==> src/rtl/line_unbuffer.sv <==
// line_unbuffer
// -------------
// Parallel-to-serial unpacker. A whole line of NUM packed elements is taken
// in one load handshake. The elements then leave one per cycle on a
// valid/ready stream, element 0 first. A shadow register holds one pending
// line, so that consecutive lines stream out with no bubble between them.
//
// Ports
//   clk        in   clock, every register updates on posedge
//   rstn       in   synchronous active-low reset
//   din        in   packed line, element i = din[DATA_WIDTH*i +: DATA_WIDTH]
//   load       in   din holds a valid line
//   load_ready out  a line can be accepted this cycle
//   dout       out  current element
//   dout_valid out  dout holds a valid element
//   dout_ready in   consumer takes dout this cycle
//   dout_idx   out  index of the element on dout
//   dout_last  out  the element on dout is the last one of its line
//   busy       out  an active line (and possibly a shadow line) is held
module line_unbuffer #(
  parameter int DATA_WIDTH = 8,
  parameter int NUM        = 16,
  parameter int IDX_W      = $clog2(NUM)
) (
  input  logic                      clk,
  input  logic                      rstn,
  input  logic [DATA_WIDTH*NUM-1:0] din,
  input  logic                      load,
  output logic                      load_ready,
  output logic [DATA_WIDTH-1:0]     dout,
  output logic                      dout_valid,
  input  logic                      dout_ready,
  output logic [IDX_W-1:0]          dout_idx,
  output logic                      dout_last,
  output logic                      busy
);

  localparam int LINE_W = DATA_WIDTH * NUM;

  typedef enum logic [1:0] {
    EMPTY,
    SEND,
    SEND_PEND
  } state_t;

  state_t              state_q, state_d;
  logic [IDX_W-1:0]    count_q, count_d;
  logic [LINE_W-1:0]   active_q, active_d;
  logic [LINE_W-1:0]   shadow_q, shadow_d;

  logic loadFire;
  logic outFire;
  logic atLast;

  // The shadow register is occupied exactly when the FSM sits in SEND_PEND,
  // so both the ready and the status outputs come straight from the state.
  assign load_ready = (state_q != SEND_PEND);
  assign dout_valid = (state_q != EMPTY);
  assign busy       = (state_q != EMPTY);

  assign loadFire = load && load_ready;
  assign outFire  = dout_valid && dout_ready;
  assign atLast   = (count_q == IDX_W'(NUM - 1));

  assign dout      = active_q[DATA_WIDTH*count_q +: DATA_WIDTH];
  assign dout_idx  = count_q;
  assign dout_last = dout_valid && atLast;

  // State, element counter and line registers; reset discards both the
  // active and the shadow line.
  always_ff @(posedge clk) begin
    if (!rstn) begin
      state_q  <= EMPTY;
      count_q  <= '0;
      active_q <= '0;
      shadow_q <= '0;
    end else begin
      state_q  <= state_d;
      count_q  <= count_d;
      active_q <= active_d;
      shadow_q <= shadow_d;
    end
  end

  // Next-state logic. On the last-element transfer of a line the next line
  // is taken either from din (same-cycle load with an empty shadow) or from
  // the shadow register, so the stream never drops a cycle.
  always_comb begin
    state_d  = state_q;
    count_d  = count_q;
    active_d = active_q;
    shadow_d = shadow_q;
    case (state_q)
      EMPTY: begin
        if (loadFire) begin
          active_d = din;
          count_d  = '0;
          state_d  = SEND;
        end
      end
      SEND: begin
        if (outFire && atLast) begin
          count_d = '0;
          if (loadFire) begin
            active_d = din;
          end else begin
            state_d = EMPTY;
          end
        end else begin
          if (outFire) begin
            count_d = count_q + IDX_W'(1);
          end
          if (loadFire) begin
            shadow_d = din;
            state_d  = SEND_PEND;
          end
        end
      end
      SEND_PEND: begin
        if (outFire) begin
          if (atLast) begin
            active_d = shadow_q;
            count_d  = '0;
            state_d  = SEND;
          end else begin
            count_d = count_q + IDX_W'(1);
          end
        end
      end
      default: begin
        state_d = EMPTY;
        count_d = '0;
      end
    endcase
  end

endmodule
==> config.mk <==
export PLATFORM = sky130hd
export DESIGN_NAME = line_unbuffer
export DESIGN_NICKNAME = d
export VERILOG_FILES = /design/src/rtl/line_unbuffer.sv
export SDC_FILE = /design/constraint.sdc
export NUM_CORES = 1
export LEC_CHECK = 0
export BUFFER_PORTS_ARGS = -buffer_cell sky130_fd_sc_hd__buf_2
export CAP_MARGIN = 0
export CORE_MARGIN = 2
export CORE_UTILIZATION = 50
export CTS_CLUSTER_DIAMETER = 120
export DETAILED_ROUTE_END_ITERATION = 6
export PLACE_DENSITY = 0.81
export SETUP_SLACK_MARGIN = 0.3
export SYNTH_ARGS = -nofsm -noshare
export SYNTH_HDL_FRONTEND = slang
export SYNTH_SLANG_ARGS = --single-unit
==> constraint.sdc <==
create_clock -name clk -period 2.5 [get_ports clk]
set_input_delay 0.125 -clock clk [delete_from_list [all_inputs] [get_ports clk]]
set_output_delay 0.125 -clock clk [all_outputs]
set_load 0.005 [all_outputs]
======== Word-level counts from Yosys, hierarchy flattened ========
Cells that the tools add are included.
word-level totals
  bits in registers ....................... 262
  input bits .............................. 132
  output and inout bits ................... 16
  word-level logic and storage cells ...... 47
operators by class
  add/subtract/negate cells ............... 1
  equal/unequal tests ..................... 11
  shift operators ......................... 1
  muxes and demuxes ....................... 18
  bitwise logic cells ..................... 1
  reductions and logical operators ........ 11
operator list
  operator             count
  $mux 128             4
  $pmux 128 s3         1
  $shiftx 128x8->8     1
  $mux 4               5
  $mux 2               6
  $pmux 4 s3           1
  $ne 2x2->1 const B   5
  $ne 3x3->1 const B   3
  $pmux 2 s3           1
  $reduce_and 3->1     2
  $reduce_and 5->1     1
  $add 4x1->4 const B  1
  $eq 4x4->1 const B   1
  $logic_and 1x1->1    4
  $reduce_and 4->1     1
  $reduce_bool 3->1    1
  $eq 2x1->1 const B   1
  $eq 2x2->1 const B   1
  $logic_not 2->1      1
  $reduce_bool 2->1    1
  $not 1->1            1

======== Longest topological paths before layout ========
  word-level depth ........................ 5
  depth in mapped cells ................... 9

======== Least setup slack after synthesis ========
No wires, ideal clock.
  path kind ............................... register to register
  start point ............................. register state_q[0]
  end point ............................... register active_q[107]
  setup time .............................. 0.116 ns
  data arrival time ....................... 1.682 ns
  setup slack ............................. 0.702 ns
  cell stages (with the launch flop) ...... 10
  clock period less this slack ............ 1.798 ns
  path through ............................ dfxtp_1 -> inv_1 -> ha_1 -> buf_2 -> or2_1 -> o21ai_2 -> buf_2 -> buf_2 -> nand3_1 -> o211a_1
on the way
  word-level cells in the longest chain between the ends .. 5
  elaborated cells between the ends (all ways) .. 16
RTL lines
  what                                              RTL line  source
  start: declaration                                46        state_t state_q, state_d;
  start signal: assignment                          78        state_q <= state_d;
  $ne 2x2->1 or $reduce_bool 2->1 (tied branches)   57, 58
  $logic_and 1x1->1, on equally long branches       61, 62
  $mux 128 or $logic_and 1x1->1 (tied branches)     -
  $mux 128 or $ne 2x2->1 (tied branches)            -
  $pmux 128 s3 or $reduce_and 4->1 (tied branches)  -
  end signal: assignment                            80        active_q <= active_d;
  end: declaration                                  48        logic [LINE_W-1:0] active_q, active_d;
Parallel ways exist; a longest one is shown, timed or not. The select of a mux whose other input is x is not followed.
A chain may end at the register's enable or synchronous reset.

======== Worst setup path after layout ========
  start point ............................. register count_q[0], in the netlist dout_idx[0]
  end point ............................... output port dout[4]
on the way
  word-level cells in the longest chain between the ends .. 1
RTL lines
  what                      RTL line  source
  start: declaration        47        logic [IDX_W-1:0] count_q, count_d;
  start signal: assignment  79        count_q <= count_d;
  $shiftx 128x8->8          65        assign dout = active_q[DATA_WIDTH*count_q +: DATA_WIDTH];
  end: declaration          30        output logic [DATA_WIDTH-1:0] dout,
Every way passes these cells.

==> out/results.ini <==
[sta]
fin_tns_setup_ns = 0
setup_viol = 0
tightest_pin_transition_ns = 0.785
maxSlewViolCount = 0
layout_worst_path_cycle_share_pct = 91.7
max_freq_ghz = 0.436
remaining_max_slew_budget_at_the_tightest_pin_pct = 47.7
period_minus_slack_ns = 2.29
postLayoutSetupSlackWorst_ns = 0.207
fin_skew_ns = 0.00750
timing_hold_violations_final = 0
unrepaired_setup_endpoints_after_global_routing = yes

[floorplanning]
rows = 57
dieHeight_um = 161
fp.coreArea_mm2 = 0.0242
fp.dieArea_mm2 = 0.0259
start_util_pct = 50.7
design.portCount = 148
die_width_um = 161

[setup_path]
critical_path.reg2reg.endpoint = shadow_q[44]
crit_path_start_kind = register
worstPathRequired_ns = 2.38
critPathCapture = dout[4]
regToRegStartpoint = state_q[0]
r2r_cells = 7
critical_path_arrival_ns = 2.17
crit_path_end_kind = output port
setup.worst_path.class = reg -> out
rrSetupSlack_ns = 0.33
critPathLaunch = dout_idx[0]
critical_path.max_fanout = 9

[yosys]
synth-edff-count = 0
avgSynthCellArea_um2 = 9.70
synth_instances = 1267
synth_top_family_by_area = compound AO/OA/AOI/OAI gates
synth_nets = 1403
ys_types = 39
ys_ff_latch = 262
post_synth_instance_area_mm2 = 0.0123
synth.top_cell.area_share_pct = 42.7
synthTopCellsByArea = sky130_fd_sc_hd__dfxtp_1, sky130_fd_sc_hd__mux2i_1, sky130_fd_sc_hd__o211a_1, sky130_fd_sc_hd__nand2_1, sky130_fd_sc_hd__a21boi_1
synthSimpleGateAreaFrac_pct = 14.6
synth_adder_area_share_pct = 0.407
post_synth_mux_area_share_pct = 16.4
share_of_the_synthesized_area_in_compound_gates_ao_oa_aoi_oai_pct = 20.0
ys_seq_area_share_pct = 42.7
biggest_area_consumer_among_synthesized_cells = sky130_fd_sc_hd__dfxtp_1
synth-xor-area-share_pct = 0.0713
async_flop_share_pct = 0
dominantRegCellSynth = sky130_fd_sc_hd__dfxtp_1
yosysWarnings = 0

[global_route]
pin_count_of_the_biggest_net_entering_global_routing = 107
antenna_found_initial = 0
globalRouteTotalUtil_pct = 26.0
grt_pass1_wl_um = 54900
grt_pass1_vias = 10500
overflow = 0

[clock_tree]
clock-sinks = 262
clock_tree.root_cell = sky130_fd_sc_hd__clkbuf_16
worst_skew_late_latency_ns = 0.54
h_tree_level_count = 1
cts_tree = yes
ctsLongestPathBuffers = 3
cts_buffer_count = 28
clkTransAtPathRegs_ns = 0.06

[power]
powerDensity_mw_per_mm2 = 690
power.leakage_uw = 0.00687
finalPower_uw = 10800
max-vdd-ir-drop_mv = 0.520

[route]
num_vias = 10700
drt_iter0_markers = 923
drt_drc_violations_left = 0
postRouteAntennaNets = 0
vias_per_cell = 5.88
avgRoutedWirePerCell_um = 19.1
detail_route.first_pass.iterations = 5
wl_um = 34900

[flow_run]
drv.max_cap_violation_count = 0

[layout]
final_nets = 1619
final_layout_size_suffix_gt1_share_pct = 19.7
mostFrequentLayoutCells = sky130_fd_sc_hd__nand2_1, sky130_fd_sc_hd__dfxtp_1, sky130_fd_sc_hd__buf_2, sky130_fd_sc_hd__nand3_1, sky130_fd_sc_hd__dlygate4sd3_1
multi_input_area_mm2 = 0.00650
fillCellCount = 1830
antenna_cells_inserted = 0
area_delta_synth_final_pct = 28.0
register_area_mm2 = 0.00525

[placed_design]
dp.final_hpwl_um = 20300
place_ws_ns = 0.181
numPortBuffers = 147
place_congestion = 0.827

[outcome]
outcome = finished, final reports clean

[worst_hold_path]
hold_class = in -> reg

-- per-stage QoR --
step / util [%] / area, µm² / cells / hold WS (ns)
2_1_floorplan: - / 12300 / 1267 / 0.260
3_3_place_gp: 54.2 / 13100 / 1636 / 0.375
3_5_place_dp: 54.2 / 13100 / 1636 / 0.379
4_1_cts: 64.6 / 15700 / 1827 / 0.125
5_1_grt: 64.9 / 15700 / 1828 / 0.154
6_report: 64.9 / 15700 / 1828 / 0.116
-- per-layer routing --
layer / global-route usage (%) / part of all wire (%)
met3: 3.77 / 6.7
met2: 45.0 / 49
met1: 33.6 / 41
met4: 8.56 / 2.9
met5: 0 / 0
-- registers in the layout (all words and copies together) (netlist names) --
register	cells
shadow_q	128
active_q	128
dout_idx	4
state_q	2
-- cells in the mapped netlist, types with 2 or more instances --
master,n
sky130_fd_sc_hd__a21boi_1,120
sky130_fd_sc_hd__o22ai_1,17
sky130_fd_sc_hd__buf_4,18
sky130_fd_sc_hd__nor2b_1,2
sky130_fd_sc_hd__nand2b_1,3
sky130_fd_sc_hd__mux2i_1,129
sky130_fd_sc_hd__and3_1,2
sky130_fd_sc_hd__nand2_1,260
sky130_fd_sc_hd__nand3_1,130
sky130_fd_sc_hd__clkbuf_1,44
sky130_fd_sc_hd__a21boi_0,10
sky130_fd_sc_hd__o21ai_0,4
sky130_fd_sc_hd__o211a_1,129
sky130_fd_sc_hd__nor3_1,3
sky130_fd_sc_hd__buf_2,53
sky130_fd_sc_hd__ha_1,4
sky130_fd_sc_hd__inv_1,4
sky130_fd_sc_hd__mux4_2,32
sky130_fd_sc_hd__dfxtp_1,262
sky130_fd_sc_hd__buf_6,13
sky130_fd_sc_hd__nor2_1,10
-- critical path: stages, from the launching register on --
cell and delay [ns]:
sky130_fd_sc_hd__dfxtp_4 0.40, sky130_fd_sc_hd__buf_12 0.14, sky130_fd_sc_hd__buf_12 0.14, sky130_fd_sc_hd__mux4_2 0.52, sky130_fd_sc_hd__o22ai_1 0.21, sky130_fd_sc_hd__nor2_1 0.07
sky130_fd_sc_hd__buf_2 0.15
-- cell type report --
| class | count | share of cell area (%) |
|---|---|---|
| multi-input combinational | 874 | 41.3 |
| tap | 324 | 2.58 |
| clock inverter | 11 | 0.589 |
| inverter | 4 | 0.0955 |
| clock buffer | 40 | 5.32 |
| sequential | 262 | 33.4 |
| timing repair buffer | 313 | 16.7 |
-- power breakdown --
| group | total, µW | internal, µW | switching (µW) |
|---|---|---|---|
| registers | 4780 | 4560 | 219 |
| clock network | 4150 | 2430 | 1720 |
| logic | 1930 | 916 | 1010 |
| total | 10800 | 7900 | 2950 |
-- logic make-up (layout without fill, tap and decap cells) --
group | after synthesis | after routing
adders and majority gates | 4 | 4
buffers and inverters | 132 | 368
DFF | 262 | 262
xor gates and xnor gates | 1 | 1
AOI/OAI and AO/OA | 288 | 289
and+or+nand+nor | 419 | 419
muxes | 161 | 161
-- timing repair --
action | 4_1_cts | 5_1_grt
endpoints found under the hold margin | 185 | 0
pin swaps | 8 | 3
gates resized for setup | 30 | 12
buffers inserted | 7 | 0
endpoints found under the setup margin | 208 | 167
cloned | 3 | 1
hold buffers | 130 | 0
-- worst min-delay path by stage --
stage                     cells after the start  slack, ns             to       start
after CTS                                     3       0.12     state_q[1]  dout_ready
after global placement                        3       0.37  shadow_q[111]    din[111]
final                                         2       0.12   active_q[55]        rstn
after floorplan                               2       0.26    shadow_q[0]      din[0]
after global routing                          2       0.15   active_q[61]        rstn
after detailed placement                      3       0.38    shadow_q[0]      din[0]
Note: power is estimated with default switching activity, not from simulation.
